## src/rtl/interrupt_arbiter_pkg.sv

```systemverilog
// rtl/interrupt_arbiter_pkg.sv - shared source, vector and state codes for the interrupt arbiter
package interrupt_arbiter_pkg;

    typedef enum logic {
        INTidle    = 1'b0,
        INTservice = 1'b1
    } intState_t;

    localparam logic [1:0] SRC_IRQ = 2'd0;
    localparam logic [1:0] SRC_NMI = 2'd1;
    localparam logic [1:0] SRC_RES = 2'd2;
    localparam logic [1:0] SRC_BRK = 2'd3;

    localparam logic [7:0] VEC_NMI = 8'hFA;
    localparam logic [7:0] VEC_RES = 8'hFC;
    localparam logic [7:0] VEC_IRQ = 8'hFE;

    // BRK shares the IRQ vector; only the pushed B flag tells them apart.
    function automatic logic [7:0] vecFor(input logic [1:0] src);
        case (src)
            SRC_NMI: vecFor = VEC_NMI;
            SRC_RES: vecFor = VEC_RES;
            default: vecFor = VEC_IRQ;
        endcase
    endfunction

endpackage

```

## src/rtl/interrupt_arbiter_pin_sync.sv

```systemverilog
// rtl/interrupt_arbiter_pin_sync.sv - flop-chain synchronizer for an active-low async pin
module interrupt_arbiter_pin_sync #(
    parameter int STAGES = 2
) (
    input  logic phi1,
    input  logic rstN,
    input  logic pin,
    output logic q
);

    logic [STAGES-1:0] chain;

    // Resets to 1 so a pin that is already low after reset still shows a fresh edge.
    always_ff @(posedge phi1) begin
        if (!rstN) begin
            chain <= '1;
        end else begin
            chain[0] <= pin;
            for (int i = 1; i < STAGES; i++) begin
                chain[i] <= chain[i-1];
            end
        end
    end

    assign q = chain[STAGES-1];

endmodule

```

## src/rtl/interrupt_arbiter.sv

```systemverilog
// rtl/interrupt_arbiter.sv - RES/NMI/IRQ/BRK arbitration, vector select and NMI hijack for the 6502 core
module interrupt_arbiter
    import interrupt_arbiter_pkg::*;
#(
    parameter int SYNC_STAGES     = 2,
    parameter int SERVICE_TIMEOUT = 15
) (
    input  logic       phi1,
    input  logic       rstN,
    input  logic       haltAll,
    input  logic       nmiN,
    input  logic       irqN,
    input  logic       iFlag,
    input  logic       fetchSlot,
    input  logic       brkOp,
    input  logic       vecFetch,
    input  logic       intHandled,
    output logic       brkNow,
    output logic [7:0] vecLo,
    output logic       bFlag,
    output logic [1:0] intSrc,
    output logic       nmiPend,
    output logic       inService,
    output logic       errTimeout
);

    localparam int CW = $clog2(SERVICE_TIMEOUT + 1);
    localparam logic [CW-1:0] CNT_MAX = CW'(SERVICE_TIMEOUT);

    logic          nmiS, irqS, nmiPrev, nmiEdge, irqReq;
    logic          nmiLatch, latchNext;
    intState_t     state, stateNext;
    logic [1:0]    srcNext;
    logic [7:0]    vecNext;
    logic          bNext, lockNext, errNext, vecLock;
    logic [CW-1:0] cnt, cntNext;

    interrupt_arbiter_pin_sync #(.STAGES(SYNC_STAGES)) uNmiSync (
        .phi1(phi1), .rstN(rstN), .pin(nmiN), .q(nmiS)
    );

    interrupt_arbiter_pin_sync #(.STAGES(SYNC_STAGES)) uIrqSync (
        .phi1(phi1), .rstN(rstN), .pin(irqN), .q(irqS)
    );

    assign nmiEdge   = nmiPrev & ~nmiS;
    assign irqReq    = ~irqS & ~iFlag;
    assign nmiPend   = nmiLatch;
    assign inService = (state == INTservice);

    always_comb begin
        stateNext = state;
        srcNext   = intSrc;
        vecNext   = vecLo;
        bNext     = bFlag;
        cntNext   = cnt;
        lockNext  = vecLock;
        errNext   = 1'b0;
        latchNext = nmiLatch | nmiEdge;
        brkNow    = 1'b0;
        if (!haltAll) begin
            case (state)
                INTidle: begin
                    brkNow = fetchSlot & (nmiLatch | irqReq);
                    if (brkNow) begin
                        stateNext = INTservice;
                        srcNext   = nmiLatch ? SRC_NMI : SRC_IRQ;
                        vecNext   = vecFor(srcNext);
                        bNext     = 1'b0;
                        cntNext   = '0;
                        lockNext  = 1'b0;
                    end else if (fetchSlot && brkOp) begin
                        stateNext = INTservice;
                        srcNext   = SRC_BRK;
                        vecNext   = VEC_IRQ;
                        bNext     = 1'b1;
                        cntNext   = '0;
                        lockNext  = 1'b0;
                    end
                end
                INTservice: begin
                    if (intHandled) begin
                        stateNext = INTidle;
                        cntNext   = '0;
                        lockNext  = 1'b0;
                        // A fresh edge arriving as the NMI retires is a new request.
                        if (intSrc == SRC_NMI && !nmiEdge) begin
                            latchNext = 1'b0;
                        end
                    end else if (cnt == CNT_MAX) begin
                        errNext   = 1'b1;
                        stateNext = INTidle;
                        cntNext   = '0;
                        lockNext  = 1'b0;
                    end else begin
                        cntNext = cnt + CW'(1);
                        if (vecFetch) begin
                            lockNext = 1'b1;
                        end else if (!vecLock && nmiLatch &&
                                     (intSrc == SRC_IRQ || intSrc == SRC_BRK)) begin
                            srcNext = SRC_NMI;
                            vecNext = VEC_NMI;
                        end
                    end
                end
                default: stateNext = INTidle;
            endcase
        end
    end

    always_ff @(posedge phi1) begin
        if (!rstN) begin
            state      <= INTservice;
            intSrc     <= SRC_RES;
            vecLo      <= VEC_RES;
            bFlag      <= 1'b0;
            nmiLatch   <= 1'b0;
            nmiPrev    <= 1'b1;
            cnt        <= '0;
            vecLock    <= 1'b0;
            errTimeout <= 1'b0;
        end else begin
            state      <= stateNext;
            intSrc     <= srcNext;
            vecLo      <= vecNext;
            bFlag      <= bNext;
            nmiLatch   <= latchNext;
            nmiPrev    <= nmiS;
            cnt        <= cntNext;
            vecLock    <= lockNext;
            errTimeout <= errNext;
        end
    end

endmodule

```

## config.mk

```make
export PLATFORM = sky130hd
export DESIGN_NAME = interrupt_arbiter
export DESIGN_NICKNAME = d
export VERILOG_FILES = /design/src/rtl/interrupt_arbiter_pkg.sv /design/src/rtl/interrupt_arbiter_pin_sync.sv /design/src/rtl/interrupt_arbiter.sv
export SDC_FILE = /design/constraint.sdc
export NUM_CORES = 1
export LEC_CHECK = 0
export CORE_MARGIN = 8
export CORE_UTILIZATION = 43
export CTS_BUF_LIST = sky130_fd_sc_hd__clkbuf_4 sky130_fd_sc_hd__clkbuf_8
export CTS_CLUSTER_SIZE = 10
export DETAILED_ROUTE_END_ITERATION = 10
export GPL_TIMING_DRIVEN = 1
export PLACE_DENSITY = 0.86
export SYNTH_ARGS = -nofsm -noshare
export SYNTH_HDL_FRONTEND = slang
export SYNTH_SLANG_ARGS = --single-unit
```

## constraint.sdc

```tcl
create_clock -name phi1 -period 1.31 [get_ports phi1]
set_input_delay 0.262 -clock phi1 [delete_from_list [all_inputs] [get_ports phi1]]
set_output_delay 0.262 -clock phi1 [all_outputs]
set_load 0.05 [all_outputs]
```

; ---- Word level (Yosys, flattened, before mapping)
; Cells that the tools add are included.
[totals]
reg_bits = 24
out_inout_bits = 15
word_cells = 89
[classes]
addsub = 1
n_eq_ne = 11
n_mux = 41
bitwise = 11
reduce_logical = 14
[op_table]
columns = op, count
row1 = $mux 8, 6
row2 = $mux 1, 19
row3 = $mux 4, 4
row4 = $pmux 8 s2, 1
row5 = $mux 2, 6
row6 = $pmux 4 s2, 1
row7 = $ne 2x2->1 const B, 3
row8 = $not 1->1, 6
row9 = $pmux 3 s2, 1
row10 = $reduce_and 3->1, 2
row11 = $reduce_and 6->1, 1
row12 = $add 4x1->4 const B, 1
row13 = $eq 4x4->1 const B, 1
row14 = $logic_and 1x1->1, 4
row15 = $ne 4x3->1 const B, 1
row16 = $pmux 1 s2, 2
row17 = $pmux 2 s2, 1
row18 = $reduce_or 4->1, 1
row19 = $and 1x1->1, 3
row20 = $ne 3x3->1 const B, 1
row21 = $eq 1x2->1 const B, 1
row22 = $eq 2x1->1 const B, 1
row23 = $eq 2x2->1 const B, 1
row24 = $logic_not 1->1, 2
row25 = 7 further kinds, 8

; ---- Logic depth before layout (Yosys ltp)
[depth]
depth_word = 8
mapped_depth = 6
depth_no_buf = 6

; ---- By module
; A second synthesis with hierarchy kept.
[hier_totals]
hier_cells = 88
area_unflattened_um2 = 795.8
[by_module_without_submodules]
columns = mod, n_inst, cells_per_inst, area_each_um2
row1 = interrupt_arbiter, 1, 80, 690.7
row2 = interrupt_arbiter_pin_sync, 2, 4, 52.6

; ---- Worst setup path before layout
; No wires, ideal clock.
[synth_path]
path_kind = register -> register
start = register intSrc[1]
end = register intSrc[1]
setup_time_ps = 122
arrival_time_ps = 1722
required_time_ps = 1188
slack_ps = -534
stages_incl_launch_ff = 7
path_buffers = 0
synth_period_minus_slack_ps = 1844
path_cell_list = dfxtp_1 inv_1 ha_1 nand2_2 nor4_4 a31oi_4 a221o_1
[synth_between]
elab_chain_cells = 5
elab_cells_between_ends = 6
classes_between = eq/ne: 2 / reduce/logical: 4
[synth_rtl]
columns = element, line_no
row1 = start: declaration, interrupt_arbiter.sv:21  ; output logic [1:0] intSrc,
row2 = start signal: assignment, interrupt_arbiter.sv:124  ; intSrc <= srcNext;
row3 = $eq 2x2->1 / $logic_not 2->1 (equally long branches), interrupt_arbiter.sv:100  ; (intSrc == SRC_IRQ || intSrc == SRC_BRK)) begin
row4 = $logic_or 1x1->1 *, interrupt_arbiter.sv:100
row5 = $logic_and 1x1->1 *, interrupt_arbiter.sv:99  ; end else if (!vecLock && nmiLatch &&
row6 = $ne 2x1->1 (no line) *, -
row7 = $reduce_and 6->1 (no line) *, -
; Mark *: on every way between the ends. The rest lies on a longest branch, timed or not.
; A chain may end at the register's enable or synchronous reset.

; ---- Final worst setup path
; Ends and elaborated chain as after synthesis.

==> impl_metrics.prom <==
# TYPE chip_impl_metric gauge
chip_impl_metric{name="post_cts_hold_buffer_count",unit=""} 0
chip_impl_info{name="synth_top_flop_cell",value="dfxtp_1"} 1
chip_impl_info{name="unrepaired_setup_endpoints_after_global_routing",value="yes"} 1
chip_impl_metric{name="wl_met3",unit="um"} 189
chip_impl_metric{name="number_of_diodes",unit=""} 0
chip_impl_metric{name="total_power",unit="mW"} 1.16
chip_impl_info{name="final_common_cell",value="buf_4"} 1
chip_impl_metric{name="die_area",unit="sq um"} 3650
chip_impl_info{name="tritoncts",value="done"} 1
chip_impl_info{name="maxUsedRoutingLayer",value="met4"} 1
chip_impl_metric{name="syn_avg_cell_area",unit="sq um"} 9.97
chip_impl_metric{name="power.ir.vdd_worst",unit="mV"} 0.522
chip_impl_metric{name="floorplan.die.height",unit="um"} 60.4
chip_impl_metric{name="clock_tree.htree_level_count",unit=""} 1
chip_impl_metric{name="yosysSeqAreaShare",unit="%"} 42.5
chip_impl_metric{name="initial_utilization",unit="%"} 44.5
chip_impl_metric{name="initial_antenna_violation_count",unit=""} 0
chip_impl_metric{name="total_of_warnings_raised_by_yosys",unit=""} 0
chip_impl_metric{name="sum_of_negative_setup_slack",unit="ns"} -0.974
chip_impl_metric{name="placementRows",unit=""} 16
chip_impl_metric{name="timing.critical_path.required",unit="ns"} 1.50
chip_impl_metric{name="final_slew_violations",unit=""} 0
chip_impl_metric{name="finalNetCount",unit=""} 142
chip_impl_metric{name="finalCritPeriodShare",unit="%"} 118
chip_impl_metric{name="post-route-drc-count",unit=""} 0
chip_impl_metric{name="netlist_area",unit="sq um"} 847
chip_impl_metric{name="insertion_delay",unit="ns"} 0.29
chip_impl_metric{name="post_drt_antenna_nets",unit=""} 0
chip_impl_metric{name="postSynthRegisterBits",unit=""} 18
chip_impl_metric{name="cts_num_sinks",unit=""} 18
chip_impl_metric{name="final_weighted_congestion_in_routability_driven_placement",unit=""} 0.843
chip_impl_info{name="timing.critical_path.from_type",value="flop"} 1
chip_impl_metric{name="pre_cts_ws",unit="ns"} -0.512
chip_impl_metric{name="drt-vias-per-instance",unit=""} 5.25
chip_impl_metric{name="postSynth.asyncResetShare",unit="%"} 0
chip_impl_metric{name="timing.final.hold_violations",unit=""} 0
chip_impl_metric{name="fmax",unit="MHz"} 647
chip_impl_info{name="failed_checks",value="negative setup slack"} 1
chip_impl_metric{name="clock_pin_transition_on_the_worst_setup_and_hold_timing_paths",unit="ns"} 0.10
chip_impl_metric{name="design.core.area",unit="sq um"} 1900
chip_impl_metric{name="detailed_place.area",unit="sq um"} 1280
chip_impl_metric{name="post-route-util",unit="%"} 75.4
chip_impl_metric{name="route.vias.total",unit=""} 819
chip_impl_metric{name="cts_buffer_depth",unit=""} 2
chip_impl_metric{name="layout-drive-gt1-share",unit="%"} 49.6
chip_impl_metric{name="yosys.cell_types.count",unit=""} 36
chip_impl_metric{name="min_period",unit="ns"} 1.55
chip_impl_info{name="mostFrequentLayoutCells",value="buf_4 (22), dfxtp_1 (12), buf_12 (9), conb_1 (6)"} 1
chip_impl_metric{name="post-dp-hpwl",unit="um"} 1840
chip_impl_metric{name="detail_route.wirelength",unit="um"} 2590
chip_impl_metric{name="final_critical_path_setup_slack",unit="ns"} -0.235
chip_impl_info{name="critical_path.endpoint_type",value="flop"} 1
chip_impl_metric{name="power_density",unit="nW/um^2"} 811
chip_impl_info{name="hp-class",value="flop to flop"} 1
chip_impl_metric{name="post_synth_inst_count",unit=""} 85
chip_impl_metric{name="largest_net_degree_at_the_start_of_global_routing",unit=""} 11
chip_impl_metric{name="place.detailed.instances",unit=""} 144
chip_impl_metric{name="post_route_design_area",unit="sq um"} 1430
chip_impl_metric{name="path_max_fanout",unit=""} 4
chip_impl_metric{name="wirelength_met1",unit="um"} 917
chip_impl_metric{name="boundaryPins",unit=""} 25
chip_impl_info{name="clock_tree.root_cell",value="clkbuf_4"} 1
chip_impl_metric{name="grt.overflow.total",unit=""} 0
chip_impl_metric{name="final-setup-viol-count",unit=""} 5
chip_impl_metric{name="route.met2.wl",unit="um"} 1370
chip_impl_metric{name="cp_data_arrival_time",unit="ns"} 1.73
chip_impl_info{name="timing_worst_setup_path_type",value="flop to flop"} 1
chip_impl_metric{name="pleak",unit="nW"} 0.639
chip_impl_metric{name="synth-edff-count",unit=""} 0
chip_impl_metric{name="grt_first_pass_wirelength",unit="um"} 3880
chip_impl_metric{name="maxCapViolations",unit=""} 0
chip_impl_metric{name="cts_buffers",unit=""} 3
chip_impl_metric{name="floorplan.die.width",unit="um"} 60.4
chip_impl_metric{name="stdcell_count",unit=""} 156
chip_impl_metric{name="dr.pass1.iters",unit=""} 4
chip_impl_metric{name="overall_track_demand_over_capacity_in_global_routing",unit="%"} 14.6
chip_impl_metric{name="place.port_buffers",unit=""} 18
chip_impl_info{name="outcome",value="finished, violations left"} 1
chip_impl_metric{name="layout-area-overhead-vs-synth",unit="%"} 69.3
chip_impl_metric{name="wire_per_inst",unit="um"} 16.6
chip_impl_metric{name="hold_slack",unit="ns"} 0.424
chip_impl_metric{name="skew",unit="ns"} 0.00851
chip_impl_metric{name="grt_pass1_vias",unit=""} 840
chip_impl_metric{name="num-fill-cells",unit=""} 115
chip_impl_metric{name="detailedRoute.firstIterationViolations",unit=""} 35
==> cells by family after synthesis <==
group                      after synthesis  synth area share (%)
and+or+nand+nor                         30                  23.6
DFF                                     18                  42.5
muxes                                    2                  2.51
other                                    2                 0.887
AOI/OAI and AO/OA                       20                  19.9
adders and majority gates                2                  2.95
buffers and inverters                   11                  7.53
==> state kept, by name, summed over array words and instances, names as in the netlist, 2 cells and up <==
name and flops:
intSrc 2, cnt 4, uIrqSync.chain 2, vecLo 2, uNmiSync.chain 2
==> where the power goes <==
| group | internal, mW | switching [mW] |
|---|---|---|
| clock network | 0.139 | 0.167 |
| logic | 0.124 | 0.151 |
| registers | 0.564 | 0.0178 |
==> layer usage <==
metal  vias up  track usage [%]
met4         0             10.5
met1       379             14.0
met2        46             26.4
met5         -                0
met3        17             3.81
li1        377                -
==> worst paths after layout <==
path / startpoint / endpoint / slack (ns) / cells after the start
worst max-delay path: intSrc[1] / intSrc[1] / -0.24 / 6
worst min-delay path: uIrqSync.chain[0] / uIrqSync.chain[1] / 0.42 / 1
worst max register to register: intSrc[1] / intSrc[1] / -0.24 / 6
worst min register to register: uIrqSync.chain[0] / uIrqSync.chain[1] / 0.42 / 1
==> final cells by class <==
type	instances	area, sq um	area share (%)
Inverter	4	15.0	1.05
Multi-Input combinational cell	60	517	36.0
Tap cell	27	33.8	2.36
Sequential cell	18	375	26.2
Clock buffer	4	30.0	2.09
Timing Repair Buffer	43	463	32.3
==> worst max-delay path, cell delays in order (launching register included) <==
cell     delay, ns
dfxtp_4       0.37
inv_2         0.04
ha_4          0.26
nand2_4       0.05
nor4_4        0.22
a31oi_4       0.14
a221o_1       0.36
==> timing repair <==
action                                  4_1_cts  5_1_grt
buffers inserted                              5        3
resized for setup                            15        5
pin swaps                                     4        2
endpoints found under the setup margin        9       11
==> synthesized netlist by cell type (all sizes together), types with 2 or more instances <==
master	n	area share, %
dfxtp	18	43
nand2	7	3.4
buf	6	5.3
nand2b	5	3.7
a21oi	4	2.4
inv	4	1.8
o21ai	4	2.4
nand3	3	1.8
nor3	3	2.4
a221o	2	2.4
and2b	2	1.9
and3	2	1.5
conb	2	0.89
ha	2	3.0
nor2	2	0.89
nor4	2	3.3
o21a	2	1.8
No activity file was read; power rests on OpenSTA's default activity.
